**config.mk**
```make
export PLATFORM = sky130hd
export DESIGN_NAME = req_gnt_responder
export DESIGN_NICKNAME = d
export VERILOG_FILES = /design/src/rtl/req_gnt_pkg.sv /design/src/rtl/sat_counter.sv /design/src/rtl/req_gnt_responder.sv
export SDC_FILE = /design/constraint.sdc
export NUM_CORES = 1
export LEC_CHECK = 0
export CORE_UTILIZATION = 46
export DETAILED_ROUTE_END_ITERATION = 10
export DONT_BUFFER_PORTS = 1
export GPL_TIMING_DRIVEN = 0
export PLACE_DENSITY_LB_ADDON = 0.12
export SYNTH_ARGS = -nofsm -noshare
export SYNTH_HDL_FRONTEND = slang
export SYNTH_HIERARCHICAL = 1
export SYNTH_SLANG_ARGS = --single-unit
export TNS_END_PERCENT = 10
```
**constraint.sdc**
```tcl
create_clock -name clk -period 3.3 [get_ports clk]
set_input_delay 0.66 -clock clk [delete_from_list [all_inputs] [get_ports clk]]
set_output_delay 0.66 -clock clk [all_outputs]
set_load 0.02 [all_outputs]
```
**src/rtl/req_gnt_pkg.sv**
```systemverilog
// Shared definitions for the cstart/req/gnt responder: FSM state encoding,
// the legal grant-delay ceiling and the width of the grant delay counter.
package req_gnt_pkg;

    typedef enum logic [1:0] {
        IDLE     = 2'd0,
        WAIT_REQ = 2'd1,
        DELAY    = 2'd2
    } rg_state_e;

    localparam int RG_MAX_DLY = 15;
    localparam int RG_DLY_W   = 4;

endpackage : req_gnt_pkg

```
**src/rtl/sat_counter.sv**
```systemverilog
// Saturating event counter: counts single-cycle 'inc' pulses, sticks at
// all-ones instead of wrapping, and clears synchronously on 'clr'.
module sat_counter #(
    parameter int W = 8
) (
    input  logic         clk,
    input  logic         clr,
    input  logic         inc,
    output logic [W-1:0] count
);

    // Count up on each pulse until every bit is set, then hold
    always_ff @(posedge clk) begin
        if (clr) begin
            count <= '0;
        end else if (inc && (count != '1)) begin
            count <= count + W'(1);
        end
    end

endmodule : sat_counter

```
**src/rtl/req_gnt_responder.sv**
```systemverilog
// Responder side of the cstart/req/gnt handshake. A qualified request is
// answered by a one-cycle grant GNT_DLY clocks later; protocol errors are
// flagged with a one-cycle err pulse, and grants/errors are tallied in
// saturating counters.
module req_gnt_responder
    import req_gnt_pkg::*;
#(
    parameter bit OVERLAP = 1'b1,
    parameter int GNT_DLY = 2,
    parameter int CNT_W   = 8
) (
    input  logic             clk,
    input  logic             rst,
    input  logic             cstart,
    input  logic             req,
    output logic             gnt,
    output logic             busy,
    output logic             err,
    output logic [CNT_W-1:0] txn_cnt,
    output logic [CNT_W-1:0] err_cnt
);

    // An out-of-range delay cannot be represented by the delay counter
    if ((GNT_DLY < 1) || (GNT_DLY > RG_MAX_DLY)) begin : g_bad_gnt_dly
        $fatal(1, "req_gnt_responder: GNT_DLY must lie in 1..%0d", RG_MAX_DLY);
    end

    localparam logic [1:0] ST_IDLE     = IDLE;
    localparam logic [1:0] ST_WAIT_REQ = WAIT_REQ;
    localparam logic [1:0] ST_DELAY    = DELAY;

    // Value loaded when a request qualifies; the grant fires when the count
    // would reach zero, so a load of zero means the grant is issued at once.
    localparam logic [RG_DLY_W-1:0] DLY_LOAD = RG_DLY_W'(GNT_DLY - 1);

    logic [1:0]          state;
    logic [RG_DLY_W-1:0] dly_cnt;
    logic                can_start;

    // A new start is legal when idle, or on the edge the grant is sampled
    // high so back-to-back transactions are possible.
    always_comb begin
        can_start = (state == ST_IDLE) || ((state == ST_DELAY) && gnt);
    end

    // Handshake FSM, grant delay counter and registered gnt/err pulses
    always_ff @(posedge clk) begin
        if (rst) begin
            state   <= ST_IDLE;
            dly_cnt <= '0;
            gnt     <= 1'b0;
            err     <= 1'b0;
        end else begin
            gnt <= 1'b0;
            err <= 1'b0;
            if (can_start) begin
                state <= ST_IDLE;
                if (cstart) begin
                    if (OVERLAP) begin
                        if (req) begin
                            state   <= ST_DELAY;
                            dly_cnt <= DLY_LOAD;
                            gnt     <= (DLY_LOAD == '0);
                        end else begin
                            err <= 1'b1;
                        end
                    end else begin
                        state <= ST_WAIT_REQ;
                    end
                end
            end else begin
                if (cstart) begin
                    err <= 1'b1;
                end
                case (state)
                    ST_WAIT_REQ: begin
                        if (req) begin
                            state   <= ST_DELAY;
                            dly_cnt <= DLY_LOAD;
                            gnt     <= (DLY_LOAD == '0);
                        end else begin
                            state <= ST_IDLE;
                            err   <= 1'b1;
                        end
                    end
                    ST_DELAY: begin
                        dly_cnt <= dly_cnt - RG_DLY_W'(1);
                        if (dly_cnt == RG_DLY_W'(1)) begin
                            gnt <= 1'b1;
                        end
                    end
                    default: begin
                        state <= ST_IDLE;
                    end
                endcase
            end
        end
    end

    // Busy covers every cycle a transaction is in flight, including the grant cycle
    always_comb begin
        busy = (state != ST_IDLE);
    end

    sat_counter #(.W(CNT_W)) u_txn_cnt (
        .clk   (clk),
        .clr   (rst),
        .inc   (gnt),
        .count (txn_cnt)
    );

    sat_counter #(.W(CNT_W)) u_err_cnt (
        .clk   (clk),
        .clr   (rst),
        .inc   (err),
        .count (err_cnt)
    );

endmodule : req_gnt_responder

```
Yosys cells after proc, flatten, opt, wreduce, memory -nomap -nowiden:

Index checks and enable logic that the tools add are counted.
Widths: inputs -> output; s select.

* register bits after elaboration: 24
* input port bits: 4
* output and inout port bits: 19
* logic and storage cells: 41

* add/sub/neg operators: 3
* equal/unequal tests: 7
* multiplexer cells: 15
* bitwise operators: 1
* reductions and logical operators: 9

Operators with widths (number)
* $add 8x1->8 const B: 2
* $ne 8x8->1 const B: 2
* $mux 4: 3
* $pmux 4 s2: 1
* $mux 1: 7
* $mux 2: 3
* $eq 4x1->1 const B: 1
* $ne 2x2->1 const B: 2
* $pmux 2 s2: 1
* $sub 4x1->4 const B: 1
* $logic_and 1x1->1: 3
* $reduce_bool 3->1: 1
* $reduce_or 3->1: 1
* $eq 2x1->1 const B: 1
* $eq 2x2->1 const B: 1
* $logic_not 2->1: 1
* $reduce_and 2->1: 1
* $reduce_bool 2->1: 1
* $logic_or 1x1->1: 1
* $not 1->1: 1

Logic depth before layout (Yosys ltp):

Gate-level depths: netlist of run 1.

* depth after elaboration: 5
* gate-level depth with buffers: 5
* depth with buffers taken out: 5

By module:

The synthesis of run 1 kept the hierarchy.

Modules (own cells, without submodules)
* sat_counter: instances 2, cells each 46, area an instance 430.4 µm², sequential area each 160.2 µm²
* req_gnt_responder: instances 1, cells each 35, area an instance 315.3 µm², sequential area each 140.1 µm²

Worst setup path after synthesis of run 1:

OpenSTA, ideal clock, no wires.

* path kind: flip-flop to flip-flop
* start point: reg u_txn_cnt.count[0]
* end point: reg u_txn_cnt.count[0]
* library setup time: 121 ps
* arrival time: 1326 ps
* required time: 3179 ps
* slack: 1853 ps
* stages on the path, launching flop included: 5
* buffers on the path: 0
* period minus slack after synthesis: 1447 ps
* cells stage by stage: dfxtp_1 -> ha_1 -> and3_4 -> a21boi_4 -> mux2_4

* longest elaborated chain between the ends: 2
* elaborated cells on any way between the ends: 3
* classes of those cells: add/sub (1); eq/ne (1); reduce/logical (1)

Ends and longest elaborated chain
* start: declaration: RTL line sat_counter.sv:9 `output logic [W-1:0] count`
* start signal: assignment: RTL line sat_counter.sv:17 `count <= count + W'(1);`
* parallel branches: the longest is 2 deep, another holds $add 8x1->8

Parallel ways; which one is timed is not known.
A chain may end at the register's enable or synchronous reset.

Worst setup path after layout of run 1:

* start point: reg gnt
* end point: out gnt

RTL lines
* start: declaration: RTL line req_gnt_responder.sv:16 `output logic gnt,`
* start signal: assignment: RTL line req_gnt_responder.sv:63 `gnt <= (DLY_LOAD == '0);`
* start signal: assignment: RTL line req_gnt_responder.sv:80 `gnt <= (DLY_LOAD == '0);`

No word-level cell between the ends.

==> results of run 1 <==
cell families after synthesis:
kind of cell | Yosys count | synth area share [%]
flip-flops | 23 | 39.15
AO/OA/AOI/OAI | 38 | 23.09
AND/OR/NAND/NOR | 51 | 25.11
adder cells (fa/ha/maj) | 4 | 4.255
buffers and inverters | 7 | 4.148
multiplexers | 4 | 4.255
metrics by stage:
| step | power, uW | hold slack [ns] | setup slack [ns] | cell area, um^2 |
|---|---|---|---|---|
| global placement | 335.8 | 0.4581 | 1.778 | 1211 |
| finish | 467.4 | 0.3941 | 1.671 | 1237 |
| floorplan | 330.4 | 0.4330 | 1.853 | 1176 |
| detailed placement | 337.2 | 0.4559 | 1.773 | 1211 |
| CTS | 473.8 | 0.3803 | 1.654 | 1237 |
| global route | 483.3 | 0.3790 | 1.626 | 1237 |
per-layer routing:
metal / vias to the layer above / share of wire [%] / GRT usage [%] / wire, um
li1: 486 / - / - / -
met1: 447 / 51 / 26.06 / 1197
met2: 24 / 44 / 27.43 / 1038
met3: 4 / 3.7 / 3.478 / 86
met4: 0 / 1.4 / 9.211 / 33
met5: - / 0 / 0 / 0
worst paths after layout:
| path | end | slack (ns) | startpoint |
|---|---|---|---|
| min | state[1] | 0.39 | rst |
| max reg2reg | u_err_cnt/count[0] | 1.75 | u_err_cnt/count[0] |
| min reg2reg | gnt | 0.49 | dly_cnt[3] |
| max | gnt | 1.67 | gnt |
where the power goes:
group | total, uW | internal (uW) | switching [uW]
clock network | 137 | 47.3 | 89.3
registers | 298 | 285 | 12.7
logic | 33.1 | 17.4 | 15.6
total | 467 | 350 | 118
flip-flops by register name, summed over array words and instances, names as in the netlist:
name,count
u_err_cnt/count,8
err,1
gnt,1
state,1
dly_cnt,4
u_txn_cnt/count,8
layout make-up:
class | instances | area, um^2
Tap cell | 28 | 35.03
Fill cell | 226 | 1081
Sequential cell | 23 | 460.4
Inverter | 4 | 15.01
Multi-Input combinational cell | 97 | 666.9
Buffer | 3 | 33.78
Clock buffer | 4 | 26.28
layout by cell type (no fill, tap or decap), types with 3 or more instances in the layout:
cell	n
nor2_1	3
ha_1	4
a31oi_1	4
nand2_1	13
dfxtp_1	23
buf_6	3
a21oi_1	14
and4_1	4
nand4_1	4
nand2b_1	6
a211oi_1	4
nand3_1	6
clkbuf_4	3
a311oi_1	3
inv_1	4
o21bai_1	4
nor3_1	4
==> summary.md, run 1 <==
| Metric | Value |
|---|---|
| Status | `completed` |
| CP max FO | `10` |
| Crit path kind | `reg -> out` |
| Area growth, synth to finish | `5.213%` |
| GP Congestion | `0.7998` |
| CTS Sinks | `23` |
| Post-Route WL | `2.355 mm` |
| Leakage power total | `0.0004380 uW` |
| DRC | `0` |
| Vias in the first global route | `849` |
| WHS Path Cells | `1` |
| Vias per inst | `6.044` |
| Yosys warning total | `6` |
| Site Rows | `17` |
| Cts repair resizes | `0` |
| Clock skew | `0.003582 ns` |
| TritonCTS clock tree | `done` |
| Clk slew on worst S/H paths | `0.13 ns` |
| Flops & latches, synth | `23` |
| DRT iter0 DRCs | `12` |
| Cells after DPL | `155` |
| Crit. End Element | `output pin` |
| Most frequent cell after synthesis | `dfxtp_1` |
| Post-synth EDFFs | `0` |
| Core box area | `0.002318 mm^2` |
| Post-CTS setup repair buffer count | `0` |
| Vias | `961` |
| Max VDD drop | `0.1822 mV` |
| RSZ-0062 raised after global routing | `no` |
| Total GRT Usage | `18.75%` |
| # H-tree levels | `1` |
| Worst-skew pair later-pin latency | `0.31 ns` |
| Initial antenna violation count | `0` |
| CTS Buffer Depth | `2` |
| Final hold viol count | `0` |
| Critical Path RT | `2.64 ns` |
| Synth top area cells | `dfxtp_1 39%, a21oi_1 6.0%, ha_1 4.3%` |
| Final slew viol count | `0` |
| Ys flop type | `dfxtp_1` |
| Cells on worst reg2reg path | `4` |
| GR Overflow Total | `0` |
| Initial cell density of the core | `50.73%` |
| Final nets | `140` |
| Number of inserted diodes | `0` |
| Largest net degree at the start of global routing | `24` |
| CTS root buf | `clkbuf_4` |
| Sequential area share after synthesis | `39.15%` |
| DPL Wire Length | `1.579 mm` |
| I/O pin count | `23` |
| Die width | `52.57 um` |
| Relative slew slack | `67.28%` |
| Antenna viol nets, final | `0` |
| CP Launch Type | `flip-flop` |
| Non-filler instance count after layout | `159` |
| DRT Pass-1 Iters | `4` |
| Synth top area share | `39.15%` |
| Max Freq | `0.6138 GHz` |
| Synth cell count leaders | `23 x dfxtp_1, 14 x a21oi_1, 13 x nand2_1, 6 x nand2b_1, 6 x nand3_1` |
| Die Y | `52.57 um` |
| Number of buffers created by CTS | `3` |
| Worst min path class | `in -> reg` |
| Mean Syn Cell Area | `9.261 um^2` |
| Cts hold-fix bufs | `0` |
| # port buffers | `0` |
| Arrival time worst endpoint | `0.97 ns` |
| Asr flop ratio synth | `0%` |
| Final core occ | `53.37%` |
| Synth area leader | `dfxtp_1` |
| TNS Setup | `0 ns` |
| Pwr dens | `377.8 mW/mm^2` |
| Worst Tran Pin Value | `0.4901 ns` |
| CP Depth | `0` |
| Post-Syn Nets | `135` |
| First-pass GRT wire length | `3.808 mm` |
| Synthesized area | `0.001176 mm^2` |
| Final min period | `1.629 ns` |
| Share of layout cells above drive strength 1 | `12.21%` |
| Max Cap Viol | `0` |
| Synth Instances | `127` |
| Tcrit/Tclk final | `49.37%` |
| Yosys cell types | `30` |
| Die ar. | `0.002763 mm^2` |
| Count of final setup violators | `0` |
| Mean routed wirelength per cell | `14.81 um` |
(Power assumes the default switching activity.)
==> run 2, diff against run 1 <==
- clock period: 3.3 -> 1.55 ns (I/O delays scaled with it)
==> run 2 against run 1 <==
Net effect:
- sequential power grew 110%
- global-route usage is the same
- critical path depth increased by 4
- core utilization grew 0.27 points
- combinational power increased by 110%
- cell area increased by 0.51%
- worst setup slack worse by 1.6 ns
- wire length grew 0.34%
- register-to-register slack lost 1.7 ns
- count of clock-buffer cells in the layout is the same
- die area unchanged
- sequential cell count did not move
- critical endpoint is now u_err_cnt/count[0]
- largest cell class unchanged
- largest power group unchanged
==> summary.md, run 2 (same netlist as run 1, synthesis figures left out) <==
| Metric | Value |
|---|---|
| Cells on worst reg2reg path | `4 (unchanged)` |
| Crit. End Element | `flip-flop` |
| Hold slack | `0.04348 ns (-0.3506 ns)` |
| TNS Setup | `0 ns (unchanged)` |
| Total GRT Usage | `18.75% (unchanged)` |
| Seq. cell area | `466.7 um^2 (+1.4%)` |
| Worst-skew pair later-pin latency | `0.32 ns (about the same)` |
| Final nets | `140 (unchanged)` |
| Relative slew slack | `72.32% (+5.0 points)` |
| Leakage power total | `0.0004404 uW (+0.55%)` |
| Initial antenna violation count | `0 (unchanged)` |
| Vias in the first global route | `849 (unchanged)` |
| Max Cap Viol | `0 (unchanged)` |
| Max VDD drop | `0.3881 mV (+110%)` |
| Core box area | `0.002318 mm^2 (unchanged)` |
| Area growth, synth to finish | `5.744%` |
| Clock skew | `0.002487 ns (-0.001095 ns)` |
| DRC | `0 (unchanged)` |
| Vias per inst | `6.069 (+0.42%)` |
| Count of final setup violators | `0 (unchanged)` |
| GR Overflow Total | `0 (unchanged)` |
| CTS Buffer Depth | `2 (unchanged)` |
| Critical Path RT | `1.77 ns (-0.87 ns)` |
| Die ar. | `0.002763 mm^2 (unchanged)` |
| DPL Wire Length | `1.579 mm (unchanged)` |
| GP Congestion | `0.7998 (unchanged)` |
| Largest net degree at the start of global routing | `24 (unchanged)` |
| WHS Path Cells | `1 (unchanged)` |
| # port buffers | `0 (unchanged)` |
| Non-filler instance count after layout | `159 (unchanged)` |
| RSZ-0062 raised after global routing | `no` |
| Most common cell after layout, fill and taps aside | `dfxtp_1` |
| CTS Sinks | `23 (unchanged)` |
| TritonCTS clock tree | `done` |
| Number of buffers created by CTS | `3 (unchanged)` |
| Clk slew on worst S/H paths | `0.13 ns (about the same)` |
| Final slew viol count | `0 (unchanged)` |
| Crit path kind | `reg -> reg` |
| Number of inserted diodes | `0 (unchanged)` |
| Pwr dens | `802.0 mW/mm^2 (+110%)` |
| Die width | `52.57 um (unchanged)` |
| Worst Tran Pin Value | `0.4146 ns (-0.07549 ns)` |
| Share of layout cells above drive strength 1 | `16.03% (+3.8 points)` |
| First-pass GRT wire length | `3.808 mm (unchanged)` |
| CP Launch Type | `flip-flop` |
| Vias | `965 (+0.42%)` |
| Final hold viol count | `0 (unchanged)` |
| Post-Route WL | `2.363 mm (+0.34%)` |
| CTS root buf | `clkbuf_4` |
| Layout fillers | `224 (-0.88%)` |
| Most frequent cells in the layout | `18 x dfxtp_1, 14 x a21oi_1, 13 x nand2_1` |
| Max Freq | `0.6743 GHz` |
| Die Y | `52.57 um (unchanged)` |
| Mean routed wirelength per cell | `14.86 um (+0.34%)` |
| Worst min path class | `in -> reg` |
| Multi-input gate area | `666.9 um^2 (unchanged)` |
| CP max FO | `6 (-4)` |
| Antenna viol nets, final | `0 (unchanged)` |
| DRT Pass-1 Iters | `4 (unchanged)` |
| Status | `completed` |
| Cts hold-fix bufs | `0 (unchanged)` |
| Initial cell density of the core | `50.73% (unchanged)` |
| Final min period | `1.483 ns` |
| Arrival time worst endpoint | `1.70 ns (+0.73 ns)` |
| Site Rows | `17 (unchanged)` |
| I/O pin count | `23 (unchanged)` |
| DRT iter0 DRCs | `12 (unchanged)` |
| # H-tree levels | `1 (unchanged)` |
| Biggest regs | `u_err_cnt/count: 8 flops, u_txn_cnt/count: 8 flops, dly_cnt: 4 flops` |
| Overall power | `997.5 uW (+110%)` |
| Cells after DPL | `155 (unchanged)` |
| Tcrit/Tclk final | `95.68%` |
[run 2: worst paths after layout]
| check | slack [ns] | from | endpoint |
|---|---|---|---|
| max reg2reg | 0.07 | u_err_cnt/count[0] | u_err_cnt/count[0] |
| min | 0.04 | rst | state[1] |
| max | 0.07 | u_err_cnt/count[0] | u_err_cnt/count[0] |
| min reg2reg | 0.48 | dly_cnt[3] | gnt |
[run 2: what timing repair did]
item | 4_1_cts | 5_1_grt
hold endpoints to repair | 0 | 0
buffers inserted | 0 | 0
resized for setup | 1 | 4
endpoints found under the setup margin | 1 | 5
[run 2: where the power goes]
group / internal, uW / switching, uW
clock: 101 / 191
sequential: 608 / 27.1
combinational: 37.1 / 33.3
[run 2: final cells by class]
class	count	share of cell area, %
multi-input combinational	97	53.62
sequential	23	37.53
tap	28	2.817
buffer	3	2.716
clock buffer	4	2.113
inverter	4	1.207
[run 2: layer usage]
layer	GRT usage, %	part of all wire [%]	wire (um)
met5	0	0	0
met1	26.06	52	1223
met4	9.211	1.4	33
met3	3.478	3.4	80
met2	27.43	43	1026
[run 2: critical path, stage by stage, from the launching register on]
cell and delay (ns):
dfxtp_2 0.40, ha_1 0.27, and3_4 0.22, a21boi_4 0.19, mux2_4 0.31
[run 2: metrics by stage]
stage               util, %  cell area (um^2)  worst slack, ns
floorplan                 -              1176           0.1029
global placement      52.24              1211          0.02792
detailed placement    52.24              1211          0.02269
CTS                   53.43              1239         0.005502
global route          53.64              1244          0.02284
finish                53.64              1244          0.06703
